[config.mk]
export PLATFORM = sky130hd
export DESIGN_NAME = decode_pipe
export DESIGN_NICKNAME = d
export VERILOG_FILES = /design/src/rtl/mips_isa_pkg.sv /design/src/rtl/decode_comb.sv /design/src/rtl/decode_pipe.sv
export SDC_FILE = /design/constraint.sdc
export NUM_CORES = 1
export LEC_CHECK = 0
export ABC_AREA = 1
export CAP_MARGIN = 20
export CORE_ASPECT_RATIO = 1.5
export CORE_MARGIN = 1
export CORE_UTILIZATION = 51
export CTS_BUF_LIST = sky130_fd_sc_hd__clkbuf_8
export DETAILED_ROUTE_END_ITERATION = 12
export PLACE_DENSITY_LB_ADDON = 0.1
export SYNTH_ARGS = -nofsm -noshare
export SYNTH_HDL_FRONTEND = slang
export SYNTH_SLANG_ARGS = --single-unit
[constraint.sdc]
create_clock -name clock -period 9.6 [get_ports clock]
set_clock_uncertainty 0.15 [all_clocks]
set_input_delay 1.92 -clock clock [delete_from_list [all_inputs] [get_ports clock]]
set_output_delay 1.92 -clock clock [all_outputs]
set_load 0.01 [all_outputs]
[src/rtl/mips_isa_pkg.sv]
// MIPS opcode/func encodings and the decoded-entry record shared by the decode stage.
package mips_isa_pkg;

  localparam logic [5:0] OP_SPECIAL = 6'h00;
  localparam logic [5:0] OP_J       = 6'h02;
  localparam logic [5:0] OP_JAL     = 6'h03;
  localparam logic [5:0] OP_BEQ     = 6'h04;
  localparam logic [5:0] OP_BNE     = 6'h05;
  localparam logic [5:0] OP_BGTZ    = 6'h07;
  localparam logic [5:0] OP_ADDI    = 6'h08;
  localparam logic [5:0] OP_ADDIU   = 6'h09;
  localparam logic [5:0] OP_SLTI    = 6'h0A;
  localparam logic [5:0] OP_SLTIU   = 6'h0B;
  localparam logic [5:0] OP_ANDI    = 6'h0C;
  localparam logic [5:0] OP_ORI     = 6'h0D;
  localparam logic [5:0] OP_XORI    = 6'h0E;
  localparam logic [5:0] OP_LUI     = 6'h0F;
  localparam logic [5:0] MUL_OP     = 6'h1C;
  localparam logic [5:0] OP_LB      = 6'h20;
  localparam logic [5:0] OP_LW      = 6'h23;
  localparam logic [5:0] OP_LBU     = 6'h24;
  localparam logic [5:0] OP_SB      = 6'h28;
  localparam logic [5:0] OP_SW      = 6'h2B;

  localparam logic [5:0] FN_SLL   = 6'h00;
  localparam logic [5:0] MUL_FUNC = 6'h02;
  localparam logic [5:0] FN_SRL   = 6'h02;
  localparam logic [5:0] FN_SRA   = 6'h03;
  localparam logic [5:0] FN_SLLV  = 6'h04;
  localparam logic [5:0] FN_SRLV  = 6'h06;
  localparam logic [5:0] FN_SRAV  = 6'h07;
  localparam logic [5:0] FN_JR    = 6'h08;
  localparam logic [5:0] FN_JALR  = 6'h09;
  localparam logic [5:0] FN_MFHI  = 6'h10;
  localparam logic [5:0] FN_MFLO  = 6'h12;
  localparam logic [5:0] FN_MULT  = 6'h18;
  localparam logic [5:0] FN_MULTU = 6'h19;
  localparam logic [5:0] FN_DIV   = 6'h1A;
  localparam logic [5:0] FN_DIVU  = 6'h1B;
  localparam logic [5:0] FN_ADD   = 6'h20;
  localparam logic [5:0] FN_ADDU  = 6'h21;
  localparam logic [5:0] FN_SUB   = 6'h22;
  localparam logic [5:0] FN_SUBU  = 6'h23;
  localparam logic [5:0] FN_AND   = 6'h24;
  localparam logic [5:0] FN_OR    = 6'h25;
  localparam logic [5:0] FN_XOR   = 6'h26;
  localparam logic [5:0] FN_NOR   = 6'h27;
  localparam logic [5:0] FN_SLT   = 6'h2A;
  localparam logic [5:0] FN_SLTU  = 6'h2B;

  typedef struct packed {
    logic [5:0] opcode;
    logic [4:0] rs;
    logic [4:0] rt;
    logic [4:0] rd;
    logic [4:0] sa;
    logic [5:0] func;
    logic [4:0] dest_reg;
    logic       reg_write;
    logic       illegal;
  } dec_fields_t;

endpackage

[src/rtl/decode_comb.sv]
// Pure combinational decode of one instruction word and its pc.
module decode_comb
  import mips_isa_pkg::*;
#(
  parameter int PC_WIDTH   = 32,
  parameter int IMM_WIDTH  = 32,
  parameter bit ENABLE_MUL = 1'b1
) (
  input  logic [31:0]          insn,
  input  logic [PC_WIDTH-1:0]  pc,
  output dec_fields_t          fields,
  output logic [IMM_WIDTH-1:0] imm,
  output logic [PC_WIDTH-1:0]  branch_target,
  output logic [PC_WIDTH-1:0]  jump_target
);

  logic [5:0] op, fn;
  logic [4:0] rs, rt, rd, sa;
  logic [IMM_WIDTH-1:0] imm_s, imm_z;
  logic [PC_WIDTH-1:0]  pc4;

  assign op    = insn[31:26];
  assign rs    = insn[25:21];
  assign rt    = insn[20:16];
  assign rd    = insn[15:11];
  assign sa    = insn[10:6];
  assign fn    = insn[5:0];
  assign imm_s = IMM_WIDTH'($signed(insn[15:0]));
  assign imm_z = IMM_WIDTH'(insn[15:0]);
  assign pc4   = pc + PC_WIDTH'(4);
  assign branch_target = pc4 + (PC_WIDTH'($signed(insn[15:0])) << 2);

  // Low 28 bits replaced in place so PC_WIDTH == 28 needs no empty slice.
  always_comb begin
    jump_target       = pc4;
    jump_target[27:0] = {insn[25:0], 2'b00};
  end

  always_comb begin
    fields        = '0;
    fields.opcode = op;
    imm           = '0;
    case (op)
      OP_SPECIAL: begin
        case (fn)
          FN_SLL, FN_SRL, FN_SRA: begin
            fields.rt = rt; fields.rd = rd; fields.sa = sa;
            fields.func = fn; fields.dest_reg = rd;
          end
          FN_SLLV, FN_SRLV, FN_SRAV, FN_ADD, FN_ADDU, FN_SUB, FN_SUBU,
          FN_AND, FN_OR, FN_XOR, FN_NOR, FN_SLT, FN_SLTU: begin
            fields.rs = rs; fields.rt = rt; fields.rd = rd;
            fields.func = fn; fields.dest_reg = rd;
          end
          FN_JR: begin
            fields.rs = rs; fields.func = fn;
          end
          FN_JALR: begin
            fields.rs = rs; fields.rd = rd; fields.func = fn; fields.dest_reg = rd;
          end
          FN_MFHI, FN_MFLO: begin
            fields.rd = rd; fields.func = fn; fields.dest_reg = rd;
          end
          FN_MULT, FN_MULTU, FN_DIV, FN_DIVU: begin
            fields.rs = rs; fields.rt = rt; fields.func = fn;
          end
          default: fields.illegal = 1'b1;
        endcase
      end
      MUL_OP: begin
        if (ENABLE_MUL && fn == MUL_FUNC) begin
          fields.rs = rs; fields.rt = rt; fields.rd = rd;
          fields.func = fn; fields.dest_reg = rd;
        end else begin
          fields.illegal = 1'b1;
        end
      end
      OP_J: begin
      end
      OP_JAL: fields.dest_reg = 5'd31;
      OP_BEQ, OP_BNE, OP_SW, OP_SB: begin
        fields.rs = rs; fields.rt = rt; imm = imm_s;
      end
      OP_BGTZ: begin
        fields.rs = rs; imm = imm_s;
      end
      OP_ADDI, OP_ADDIU, OP_SLTI, OP_SLTIU, OP_LW, OP_LB, OP_LBU: begin
        fields.rs = rs; fields.rt = rt; imm = imm_s; fields.dest_reg = rt;
      end
      OP_ANDI, OP_ORI, OP_XORI: begin
        fields.rs = rs; fields.rt = rt; imm = imm_z; fields.dest_reg = rt;
      end
      OP_LUI: begin
        fields.rt = rt; imm = imm_z; fields.dest_reg = rt;
      end
      default: fields.illegal = 1'b1;
    endcase
    fields.reg_write = !fields.illegal && (fields.dest_reg != 5'd0);
  end

endmodule

[src/rtl/decode_pipe.sv]
// Pipelined decode stage: one decoder feeding a main output register plus a skid slot.
module decode_pipe
  import mips_isa_pkg::*;
#(
  parameter int PC_WIDTH   = 32,
  parameter int IMM_WIDTH  = 32,
  parameter bit ENABLE_MUL = 1'b1
) (
  input  logic                 clock,
  input  logic                 reset,
  input  logic                 flush,
  input  logic                 in_valid,
  output logic                 in_ready,
  input  logic [31:0]          insn,
  input  logic [PC_WIDTH-1:0]  pc,
  output logic                 out_valid,
  input  logic                 out_ready,
  output logic [5:0]           opcode_out,
  output logic [4:0]           rs_out,
  output logic [4:0]           rt_out,
  output logic [4:0]           rd_out,
  output logic [4:0]           sa_out,
  output logic [5:0]           func_out,
  output logic [IMM_WIDTH-1:0] imm_out,
  output logic [PC_WIDTH-1:0]  branch_target,
  output logic [PC_WIDTH-1:0]  jump_target,
  output logic [4:0]           dest_reg,
  output logic                 reg_write,
  output logic                 illegal,
  output logic [PC_WIDTH-1:0]  pc_out
);

  typedef struct packed {
    dec_fields_t           f;
    logic [IMM_WIDTH-1:0]  imm;
    logic [PC_WIDTH-1:0]   bt;
    logic [PC_WIDTH-1:0]   jt;
    logic [PC_WIDTH-1:0]   pc;
  } slot_t;

  slot_t in_slot, main_q, skid_q;
  logic  main_valid, skid_valid;

  decode_comb #(
    .PC_WIDTH  (PC_WIDTH),
    .IMM_WIDTH (IMM_WIDTH),
    .ENABLE_MUL(ENABLE_MUL)
  ) u_dec (
    .insn         (insn),
    .pc           (pc),
    .fields       (in_slot.f),
    .imm          (in_slot.imm),
    .branch_target(in_slot.bt),
    .jump_target  (in_slot.jt)
  );
  assign in_slot.pc = pc;

  assign in_ready  = !skid_valid;
  assign out_valid = main_valid;

  // Accept implies an empty skid, so the main-free branch only checks in_valid.
  always_ff @(posedge clock or posedge reset) begin
    if (reset) begin
      main_valid <= 1'b0;
      skid_valid <= 1'b0;
      main_q     <= '0;
      skid_q     <= '0;
    end else if (flush) begin
      main_valid <= 1'b0;
      skid_valid <= 1'b0;
    end else if (!main_valid || out_ready) begin
      if (skid_valid) begin
        main_q     <= skid_q;
        main_valid <= 1'b1;
        skid_valid <= 1'b0;
      end else if (in_valid) begin
        main_q     <= in_slot;
        main_valid <= 1'b1;
      end else begin
        main_valid <= 1'b0;
      end
    end else if (in_valid && !skid_valid) begin
      skid_q     <= in_slot;
      skid_valid <= 1'b1;
    end
  end

  assign opcode_out    = main_q.f.opcode;
  assign rs_out        = main_q.f.rs;
  assign rt_out        = main_q.f.rt;
  assign rd_out        = main_q.f.rd;
  assign sa_out        = main_q.f.sa;
  assign func_out      = main_q.f.func;
  assign dest_reg      = main_q.f.dest_reg;
  assign reg_write     = main_q.f.reg_write;
  assign illegal       = main_q.f.illegal;
  assign imm_out       = main_q.imm;
  assign branch_target = main_q.bt;
  assign jump_target   = main_q.jt;
  assign pc_out        = main_q.pc;

endmodule
Word level (Yosys, flattened, before mapping)
Index checks and enable logic that the tools add are counted.
{"block": "totals", "out_inout_bits": 169, "ff_bits": 334, "wordCells": 125}
{"block": "op_classes", "addsub": 2, "n_eq_ne": 42, "reduce_logical": 25, "n_mux": 26, "n_bitwise": 2}
{"op": "two-way mux 167 bit", "n": 2}
{"op": "equality test 6 bit (second input constant)", "n": 15}
{"op": "one-hot mux 32 bit (2 select lines)", "n": 1}
{"op": "equality test 6 x 4 -> 1 bit (second input constant)", "n": 10}
{"op": "equality test 6 x 5 -> 1 bit (second input constant)", "n": 7}
{"op": "OR reduction 19 bit", "n": 2}
{"op": "equality test 6 x 3 -> 1 bit (second input constant)", "n": 6}
{"op": "adder 32 x 3 -> 32 bit (second input constant)", "n": 1}
{"op": "adder 32 bit", "n": 1}
{"op": "one-hot mux 5 bit (3 select lines)", "n": 2}
{"op": "OR reduction 15 bit", "n": 2}
{"op": "two-way mux 5 bit", "n": 5}
{"op": "equality test 6 x 2 -> 1 bit (second input constant)", "n": 4}
{"op": "OR reduction 24 bit", "n": 1}
{"op": "one-hot mux 5 bit (4 select lines)", "n": 1}
{"op": "OR reduction 20 bit", "n": 1}
{"op": "OR reduction 18 bit", "n": 1}
{"op": "two-way mux 15 bit", "n": 1}
{"op": "zero test 6 bit", "n": 2}
{"op": "one-hot mux 6 bit (2 select lines)", "n": 1}
{"op": "OR reduction 12 bit", "n": 1}
{"op": "two-way mux 11 bit", "n": 1}
{"op": "OR reduction 11 bit", "n": 1}
{"op": "one-hot mux 5 bit (2 select lines)", "n": 1}
{"op": "13 further kinds", "n": 27}

Longest topological paths before layout
{"block": "logic_depth", "ltp_word": 8, "mapped_depth": 25, "mapped_depth_nobuf": 25}

Hierarchy
From an unflattened synthesis, not the netlist that was laid out.
{"block": "hier_totals", "cells_unflattened": 2654, "area_unflattened_um2": 18950.7}
{"mod": "decode_pipe", "cells_each": 2002, "seq_area_each_um2": 8408.1, "area_each_um2": 15248.4, "instances": 1}
{"mod": "decode_comb", "cells_each": 652, "seq_area_each_um2": 0.0, "area_each_um2": 3702.3, "instances": 1}

Worst setup path after synthesis
No wires, ideal clock.
{"block": "synth_path", "kind": "input -> register", "start": "input pc[2]", "end": "register main_q (netlist bit branch_target[25])", "setup_time_ps": 123, "t_arrival_ps": 4435, "path_slack_ps": 4892, "path_stages": 22, "cell_sequence": "ha_1 > nand2_1 > nor2_4 > nand4_2 > nor2_4 > nand2_1 > nor3_2 > nand2_1 > nor2_2 > nand2_1 > xor2_1 > inv_1 > ha_1 > a21oi_1 > inv_1 > a21oi_1 > a21boi_0 > nand3_1 > nand2_1 > nand2_1 > o21ai_0 > nand2_1"}
{"block": "synth_via", "elab_chain_len": 4}
{"item": "from (decl)", "line_no": "decode_pipe.sv:15", "source": "input logic [PC_WIDTH-1:0] pc,"}
{"item": "adder 32 x 3 -> 32 bit", "line_no": "decode_comb.sv:30", "source": "assign pc4 = pc + PC_WIDTH'(4);"}
{"item": "adder 32 bit", "line_no": "decode_comb.sv:31", "source": "assign branch_target = pc4 + (PC_WIDTH'($signed(insn[15:0])) << 2);"}
{"item": "two-way mux 167 bit", "line_no": "decode_pipe.sv:76", "source": "end else if (in_valid) begin"}
{"item": "two-way mux 167 bit", "line_no": "decode_pipe.sv:72", "source": "if (skid_valid) begin"}
{"item": "to (signal assigned)", "line_no": "decode_pipe.sv:73", "source": "main_q <= skid_q;"}
{"item": "to (signal assigned)", "line_no": "decode_pipe.sv:77", "source": "main_q <= in_slot;"}
{"item": "to (decl)", "line_no": "decode_pipe.sv:41", "source": "slot_t in_slot, main_q, skid_q;"}
No other way between the ends. The select of a mux whose other input is x is not followed.
A chain may end at the register's enable or synchronous reset.

Worst setup path after layout
{"block": "layout_path", "start": "input pc[2]", "end": "register skid_q[91] (netlist bit)"}
{"block": "layout_via", "elab_chain_len": 2}
{"item": "adder 32 x 3 -> 32 bit", "line_no": "decode_comb.sv:30"}
{"item": "adder 32 bit", "line_no": "decode_comb.sv:31"}
{"item": "to (signal assigned)", "line_no": "decode_pipe.sv:83", "source": "skid_q <= in_slot;"}
{"item": "to (decl)", "line_no": "decode_pipe.sv:41"}
No other way between the ends.

==> impl_metrics.env <==
export IMPL_status="finished, final reports clean"
export IMPL_clockBufferDepth=3
export IMPL_synth_top_cell_area_share=0.4737
export IMPL_synth_edf_count=0
export IMPL_instances_no_fill=2661
export IMPL_cts_clk_slew_worst_paths_ns=0.06
export IMPL_num_rows=78
export IMPL_min_period_over_period=0.5530
export IMPL_peakVddDrop_mv=0.1522
export IMPL_end_kind="register"
export IMPL_io_pins=238
export IMPL_ant_nets=0
export IMPL_ys_top_cells_by_area="dfrtp_1 (47%), nand2_1 (14%), o21ai_0 (9.0%)"
export IMPL_htree_levels=2
export IMPL_grt_overflow=0
export IMPL_max_cap_viol_count=0
export IMPL_synth_distinct_cells=48
export IMPL_clock_latency_ns=0.60
export IMPL_drt_pass1_iter_count=5
export IMPL_grt_pass1_wl_um=76560
export IMPL_die_w_um=145.5
export IMPL_utilization=0.6295
export IMPL_synthCells=2045
export IMPL_yosys_register_bits=298
export IMPL_vias=14415
export IMPL_largest_register="skid_q"
export IMPL_crit_family="simple AND/OR/NAND/NOR gates"
export IMPL_via_per_inst=5.417
export IMPL_slew_viol_final=0
export IMPL_first_global_vias=14329
export IMPL_power_share_clock=0.286
export IMPL_power_switching_uw=1125
export IMPL_start_kind="input port"
export IMPL_r2r_slack_ns=6.13
export IMPL_routed_wirelength_um=47870
export IMPL_cts_hold_buf=0
export IMPL_yosysSeqAreaShare=0.4737
export IMPL_crit_buf_inv=2
export IMPL_largest_reg_flops=148
export IMPL_synth_flop_cell="dfrtp_1"
export IMPL_sw_frac_of_total=0.3175
export IMPL_postPlaceCellArea_um2=18210
export IMPL_pwr_share_seq=0.462
export IMPL_drt_iter0_markers=772
export IMPL_grt_max_degree=167
export IMPL_post_cts_buffers=0
export IMPL_nFillCells=2755
export IMPL_design_die_area_um2=31590
export IMPL_intPower_uw=2418
export IMPL_dp_cells=2580
export IMPL_finalHoldViolations=0
export IMPL_power_frac_comb=0.252
export IMPL_setup_violations=0
export IMPL_cts_tree="built"
export IMPL_synth_top_area_cell="dfrtp_1"
export IMPL_hpwl_um=34420
export IMPL_synth_area_um2=15740
export IMPL_antenna_found_initial=1
export IMPL_power_density_nw_per_um2=185.4
export IMPL_hold_class="register to register"
export IMPL_post_synth_cell_area_avg_um2=7.699
export IMPL_nets=2328
export IMPL_ys_warn_count=0
export IMPL_crit_slowest_cell="clkdlybuf4s50_1"
export IMPL_area_growth_pct=21.35
export IMPL_synthArstFlopShare=1.000
export IMPL_power_total_uw=3543
export IMPL_worst_slew_pin_slew_ns=1.083
export IMPL_final_common_cell="nand2_1"
export IMPL_slowest_delay_ns=0.56
export IMPL_required_ns=9.86
export IMPL_leakage_uw=0.009429
export IMPL_wl_per_cell_um=17.99
export IMPL_die_y_um=217.2
export IMPL_critPathKind="input port to register"
export IMPL_core_um2=30350
export IMPL_cp_arrival_ns=5.57
export IMPL_drc_errors=0
export IMPL_crit_top_cell="nand2_1"
export IMPL_cp_max_fo=5
export IMPL_gp_congestion=0.9898
export IMPL_rsz0062_at_grt="no"
export IMPL_cts_made_buffers=45
export IMPL_mostFrequentLayoutCells="nand2_1 (591), dfrtp_1 (297), o21ai_0 (284)"
export IMPL_finalSetupTns_ns=0
export IMPL_min_period_ns=5.308
export IMPL_final_area_um2=19110
export IMPL_io_buffer_count=235
export IMPL_cts_root_buf="clkbuf_8"
export IMPL_max_slew_margin=0.2777
export IMPL_clock_sinks=298
export IMPL_fmax_mhz=188.4
export IMPL_cp_cell_sequence="clkdlybuf4s50_1, ha_1, nand2_1, nor2_4, nand4_2, nor2_4, nand2_1, nor3_2, nand2_1, nor2_2, nand2_1, xor2_1, inv_1, ha_1, nand2_1, nor2_1, nand2_1, nor3_1, nand2_1, nand3_1, nand2_1, nand2_1, o21ai_0"
export IMPL_grt_usage=0.3104
export IMPL_post_cts_resized=0
export IMPL_drive_gt1_frac=0.06416
export IMPL_initial_core_util=0.5187
-- routing by layer --
metal	up-vias	part of all wire	GRT usage
li1	7009	-	-
met1	6829	0.38	0.3526
met2	460	0.52	0.5780
met3	117	0.050	0.04130
met4	0	0.043	0.1382
met5	-	0	0
-- cell families (layout without fill, tap and decap cells) --
logic type               count (synthesis)  in the layout  synth area share
AO/OA/AOI/OAI                          469            469            0.1573
multiplexers                             1              1         0.0006358
buffers and inverters                  301            515           0.07804
other                                    1              3         0.0002382
adder cells (fa/ha/maj)                 31             31           0.02511
XOR/XNOR                                38             38           0.02114
AND/OR/NAND/NOR                        906            906            0.2439
flip-flops                             298            298            0.4737
-- path summary, 6_finish.rpt --
check / endpoint / from / cells past startpoint
setup / recovery: skid_q[91] / pc[2] / 23
hold reg to reg: imm_out[8] / imm_out[8] / 2
max in group asynchronous: skid_q[69] / reset / 4
hold / removal: imm_out[8] / imm_out[8] / 2
min in group asynchronous: jump_target[22] / reset / 3
setup reg to reg: jump_target[2] / skid_valid / 8
-- worst reg2reg max path: stages (launching register included) --
cell     delay (ns)
dfrtp_4        0.50
nor2_1         0.14
nor2_1         0.08
nand2_4        0.45
buf_4          0.80
buf_4          0.82
a21oi_1        0.17
o21ai_0        0.16
nand2_1        0.07
-- power groups by stage --
stage / Clock, µW / Combinational [µW] / Sequential (µW)
floorplan: 0 / 444 / 1680
global placement: 0 / 879 / 1650
detailed placement: 0 / 894 / 1650
CTS: 1030 / 900 / 1630
global route: 1080 / 992 / 1660
finish: 1010 / 892 / 1640
-- metrics by stage --
step / worst slack (ns) / hold slack [ns]
after global placement: 3.758 / 0.3061
after detailed placement: 3.728 / 0.3109
after floorplan: 3.571 / 0.2937
after CTS: 4.342 / 0.3282
after global routing: 3.900 / 0.3485
final: 4.292 / 0.3267
-- synthesized netlist by cell type (5+ instances only) --
cell type  number
clkbuf_1       60
xor2_1         36
nor2_1        141
buf_4          19
a31oi_1         5
nand3_1        82
o21a_1          9
o21ai_1        34
o31ai_1        14
dfrtp_1       298
o22ai_1        14
nor2_4          6
buf_1          18
inv_2          24
ha_1           30
inv_1         162
nand4_1        18
nand2_2         9
a21oi_1        92
buf_2          16
o21ai_0       284
nor3_1         29
nor2_2          7
a21o_1          5
nand2_1       592
-- area by class of cell --
cell class	count	area, µm²	share of cell area
antenna	1	2.502	0.0001310
multi-input combinational	1447	7082	0.3707
clock buffer	54	743.2	0.03890
timing repair buffer	249	2490	0.1303
clock inverter	25	118.9	0.006221
inverter	187	708.2	0.03707
tap	400	500.5	0.02620
sequential	298	7461	0.3905
No activity file was read; power rests on OpenSTA's default activity.
==> RTL change 1: new RTL, same settings <==
`ENABLE_MUL` is set to 1'b1 in 2 places; all go to 1'b0.
--- a/src/rtl/decode_comb.sv
+++ b/src/rtl/decode_comb.sv
@@ -4,7 +4,7 @@
 #(
   parameter int PC_WIDTH   = 32,
   parameter int IMM_WIDTH  = 32,
-  parameter bit ENABLE_MUL = 1'b1
+  parameter bit ENABLE_MUL = 1'b0
 ) (
   input  logic [31:0]          insn,
   input  logic [PC_WIDTH-1:0]  pc,
--- a/src/rtl/decode_pipe.sv
+++ b/src/rtl/decode_pipe.sv
@@ -4,7 +4,7 @@
 #(
   parameter int PC_WIDTH   = 32,
   parameter int IMM_WIDTH  = 32,
-  parameter bit ENABLE_MUL = 1'b1
+  parameter bit ENABLE_MUL = 1'b0
 ) (
   input  logic                 clock,
   input  logic                 reset,
Check against the original RTL: not settled (the Yosys comparison gave no result); the edit may change what the design does.
==> RTL change 1 against the unedited design <==
  * Core utilization increased by 0.49 points
  * Area after synthesis is 0.24% higher
  * Sequential cell count unchanged
  * Count of clock-buffer cells in the layout up 6
  * Worst hold slack gained 0.0023 ns
  * Setup slack improved by 0.060 ns
  * Routed wire length increased by 2.7%
  * Power rose by 3.4%
  * Cell area rose by 0.77%
==> RTL change 1: results (changes against the unedited design) <==
| Metric | Value |
|---|---|
| RR Endpoint | skid_q[126] |
| Share of layout cells above drive strength 1 | 6.09% (-0.32 points) |
| Vias per cell | 5.43 (+0.22%) |
| Mux share of post-synthesis cell area | 0% (-0.064 points) |
| CP delay by family, top | simple AND/OR/NAND/NOR gates |
| Inst Count DP | 2,594 (+0.54%) |
| Post-synth ARST share | 100% (unchanged) |
| First-pass GRT wire length | 77,300 um (+0.96%) |
| CP endpoint | skid_q[94] |
| TritonCTS buffer count | 46 (+2.2%) |
| Vias in the first global route | 14.2k (-0.76%) |
| Adder-Cell Fraction of Synth Area | 2.98% (+0.47 points) |
| Worst path arrival time | 5.54 ns (-0.03 ns) |
| Avg WL per Cell | 18.3 um (+2.0%) |
| Worst-skew pair later-pin latency | 0.58 ns (-0.02 ns) |
| Leak pwr | 9.52 nW (+1.0%) |
| Largest reg by FF count | skid_q |
| Dpl hpwl | 35,100 um (+1.9%) |
| Crit-path max cell delay | 0.52 ns (-0.04 ns) |
| Nets | 2,350 (+0.95%) |
| Non-filler instance count after layout | 2,681 (+0.75%) |
| Sequential area share after synthesis | 47.3% (-0.11 points) |
| Fillcell total | 2,699 (-2.0%) |
| IO buf count | 235 (unchanged) |
| WHS Endpoint | imm_out[3] |
| Total GRT Usage | 31.4% (+0.32 points) |
| Largest register FFs | 148 (unchanged) |
| Largest net degree at the start of global routing | 177 (+6.0%) |
| R2r worst-path depth | 7 (-1) |
| Ant. Diodes | 0 (-1) |
| Period utilization | 54.7% (-0.63 points) |
| Core Util, Final | 63.4% (+0.49 points) |
| Synth top area cells | dfrtp_1, nand2_1, o21ai_0, inv_1, nor2_1 |
| Compound-cell area share of the yosys netlist | 15.1% (-0.60 points) |
| Synth cell count leaders | nand2_1, dfrtp_1, o21ai_0 |
| Least-Margin Pin Slew | 1.02 ns (-0.0648 ns) |
| Post-synthesis cell count | 2,061 (+0.78%) |
| Reg2Reg Launch Point | skid_valid |
| Hold Path Origin | imm_out[3] |
| R2R setup slack | 5.98 ns (-0.15 ns) |
| Crit path launch | pc[3] |
| Starting DRT DRC Count | 1,086 (+41%) |
| Final GP Congestion | 0.941 (-5.0%) |
| Worst IR Drop VDD | 0.162 mV (+6.1%) |
| Area post-placement | 18,200 um^2 (+0.10%) |
| Worst slack at placement | 3.73 ns (+0.00490 ns) |
| Yosys cell types | 41 (-15%) |
| Hold Worst Slack | 0.329 ns (+0.00231 ns) |
| Status | finished, final reports clean |
| XOR/XNOR share of the synthesized area | 2.05% (-0.061 points) |
| Post-cts sizing count | 0 (unchanged) |
## RTL change 1: cell count changes in the layout (fill, tap and decap cells not counted), moves of 7 or more
cell	unedited run	this run
inv_1	178	193
nor3_1	29	17
o21ai_1	34	7
nand3_2	2	15
o31ai_1	14	21
inv_2	24	10
nand2_1	591	631
a21oi_1	92	105
## RTL change 1: tightest hold or removal path: cells and delay by family, from the launching register on
family	cells	cell delay, ns
AND/OR/NAND/NOR	2	0.10
flip-flops	1	0.34
## RTL change 1: report_power, final
part           switching (mW)  internal [mW]
clock                   0.524          0.589
combinational           0.499          0.401
sequential              0.138           1.51
## RTL change 1: cell type report
class,instances,share of cell area (%)
sequential,298,38.8
tap,400,2.60
timing repair buffer,250,13.1
clock buffer,60,4.29
inverter,188,3.70
clock inverter,25,0.728
multi-input combinational,1460,36.9
## RTL change 1: layer usage
metal  global-route usage [%]  vias up  routed length, um
met5                        0        -                 12
met4                     12.5        2               1890
met3                     4.21      108               2530
met2                     58.1      479              25900
met1                     36.5     6939              18900
li1                         -     7028                  -
==> RTL change 2: new RTL, same flow settings <==
Without the edit above. Make the reset (`reset`) synchronous in one clocked block.
--- a/src/rtl/decode_pipe.sv
+++ b/src/rtl/decode_pipe.sv
@@ -59,7 +59,7 @@
   assign out_valid = main_valid;
 
   // Accept implies an empty skid, so the main-free branch only checks in_valid.
-  always_ff @(posedge clock or posedge reset) begin
+  always_ff @(posedge clock) begin
     if (reset) begin
       main_valid <= 1'b0;
       skid_valid <= 1'b0;
Function: not settled (the Yosys comparison gave no result); the edit may change what the design does.
==> RTL change 2 against the unedited design <==
  * Die area is 5.3% lower
  * Worst hold slack worse by 0.030 ns
  * Power is 18% lower
  * Setup slack worse by 0.17 ns
  * Sequential cell count stayed put
  * Maximum frequency is 3.0% lower
  * Routed wire length is 0.18% higher
  * Via count is 3.4% higher
  * Cell area is 4.9% lower
  * Area after synthesis is 5.3% lower
  * Global-route usage is 1.0 points higher
  * Synthesized cell count is 2.8% higher
  * Clock power is 9.9% higher
  * Largest power group unchanged
  * Highest routed layer unchanged
==> RTL change 2: results (changes against the unedited design) <==
| Metric | Value |
|---|---|
| Status | finished, final reports clean |
| CP endpoint | branch_target[31] |
| Reg2Reg Launch Point | skid_valid |
| Vias in the first global route | 14.1k (-1.9%) |
| Met3 routed WL | 2410 um (+1.5%) |
| XOR/XNOR share of the synthesized area | 2.47% (+0.35 points) |
| Nets | 2,345 (+0.73%) |
| Largest net degree at the start of global routing | 230 (+38%) |
| Compound-cell area share of the yosys netlist | 24.6% (+8.8 points) |
| Crit-path max cell delay | 0.53 ns (-0.03 ns) |
| Area post-placement | 17,200 um^2 (-5.8%) |
| Synthesized area per cell | 7.09 um^2 (-7.9%) |
| Worst slack at placement | 3.56 ns (-0.168 ns) |
| Worst IR Drop VDD | 0.145 mV (-4.6%) |
| Hold Path Origin | skid_q[43] |
| Non-filler instance count after layout | 2,669 (+0.30%) |
| Inst Count DP | 2,587 (+0.27%) |
| Adder-Cell Fraction of Synth Area | 2.65% (+0.14 points) |
| First-pass GRT wire length | 75,200 um (-1.7%) |
| DRT Wirelength | 48,000 um (+0.18%) |
| Final GP Congestion | 0.925 (-6.6%) |
| Sequential area share after synthesis | 40.0% (-7.3 points) |
| Total GRT Usage | 32.1% (+1.0 points) |
| Yosys cell types | 47 (-2.1%) |
| Synth top area cells | dfxtp_1, nand2_1, a21oi_1, o21ai_0, inv_1 |
| Post-synth ARST share | 0% (-100 points) |
| Synth cell count leaders | nand2_1, dfxtp_1, a21oi_1 |
| Worst-skew pair later-pin latency | 0.58 ns (-0.02 ns) |
| Global-route met1 utilization | 35.1% (-0.11 points) |
| Dpl hpwl | 33,500 um (-2.7%) |
| Met2 Use GR | 58.3% (+0.54 points) |
| Crit-path max FO | 5 (unchanged) |
| Share of layout cells above drive strength 1 | 6.71% (+0.30 points) |
| Leak pwr | 7.72 nW (-18%) |
| WHS Endpoint | skid_q[43] |
| Vias per cell | 5.58 (+3.1%) |
| Worst slew margin | 32.3% (+4.5 points) |
| Hold Worst Slack | 0.297 ns (-0.0301 ns) |
| Mux share of post-synthesis cell area | 0% (-0.064 points) |
| R2R setup slack | 5.59 ns (-0.54 ns) |
| RR Endpoint | branch_target[11] |
| Starting DRT DRC Count | 908 (+18%) |
| FMAX | 0.183 GHz (-3.0%) |
| Ant. Diodes | 0 (-1) |
| Met2 wire length | 24,900 um (-0.84%) |
| Post-CTS Setup Inserts | 0 (unchanged) |
[RTL change 2: worst reg2reg max path, delay by kind of cell (launching register included)]
family / cells / cell delay (ns)
buffers and inverters: 3 / 1.87
AO/OA/AOI/OAI: 3 / 0.70
flip-flops: 1 / 0.79
AND/OR/NAND/NOR: 2 / 0.42
[RTL change 2: layout make-up]
class,instances,area (um^2)
Fill cell,2656,10600
Tap cell,390,488
Clock inverter,22,160
Clock buffer,59,812
Multi-Input combinational cell,1456,7520
Inverter,197,746
Sequential cell,298,5970
Timing Repair Buffer,247,2470
[RTL change 2: power breakdown]
| part | total [mW] | internal [mW] | switching [mW] | leakage [nW] |
|---|---|---|---|---|
| sequential | 1.31 | 1.28 | 0.0259 | 2.42 |
| clock | 1.11 | 0.608 | 0.504 | 0.544 |
| combinational | 0.488 | 0.192 | 0.296 | 4.75 |
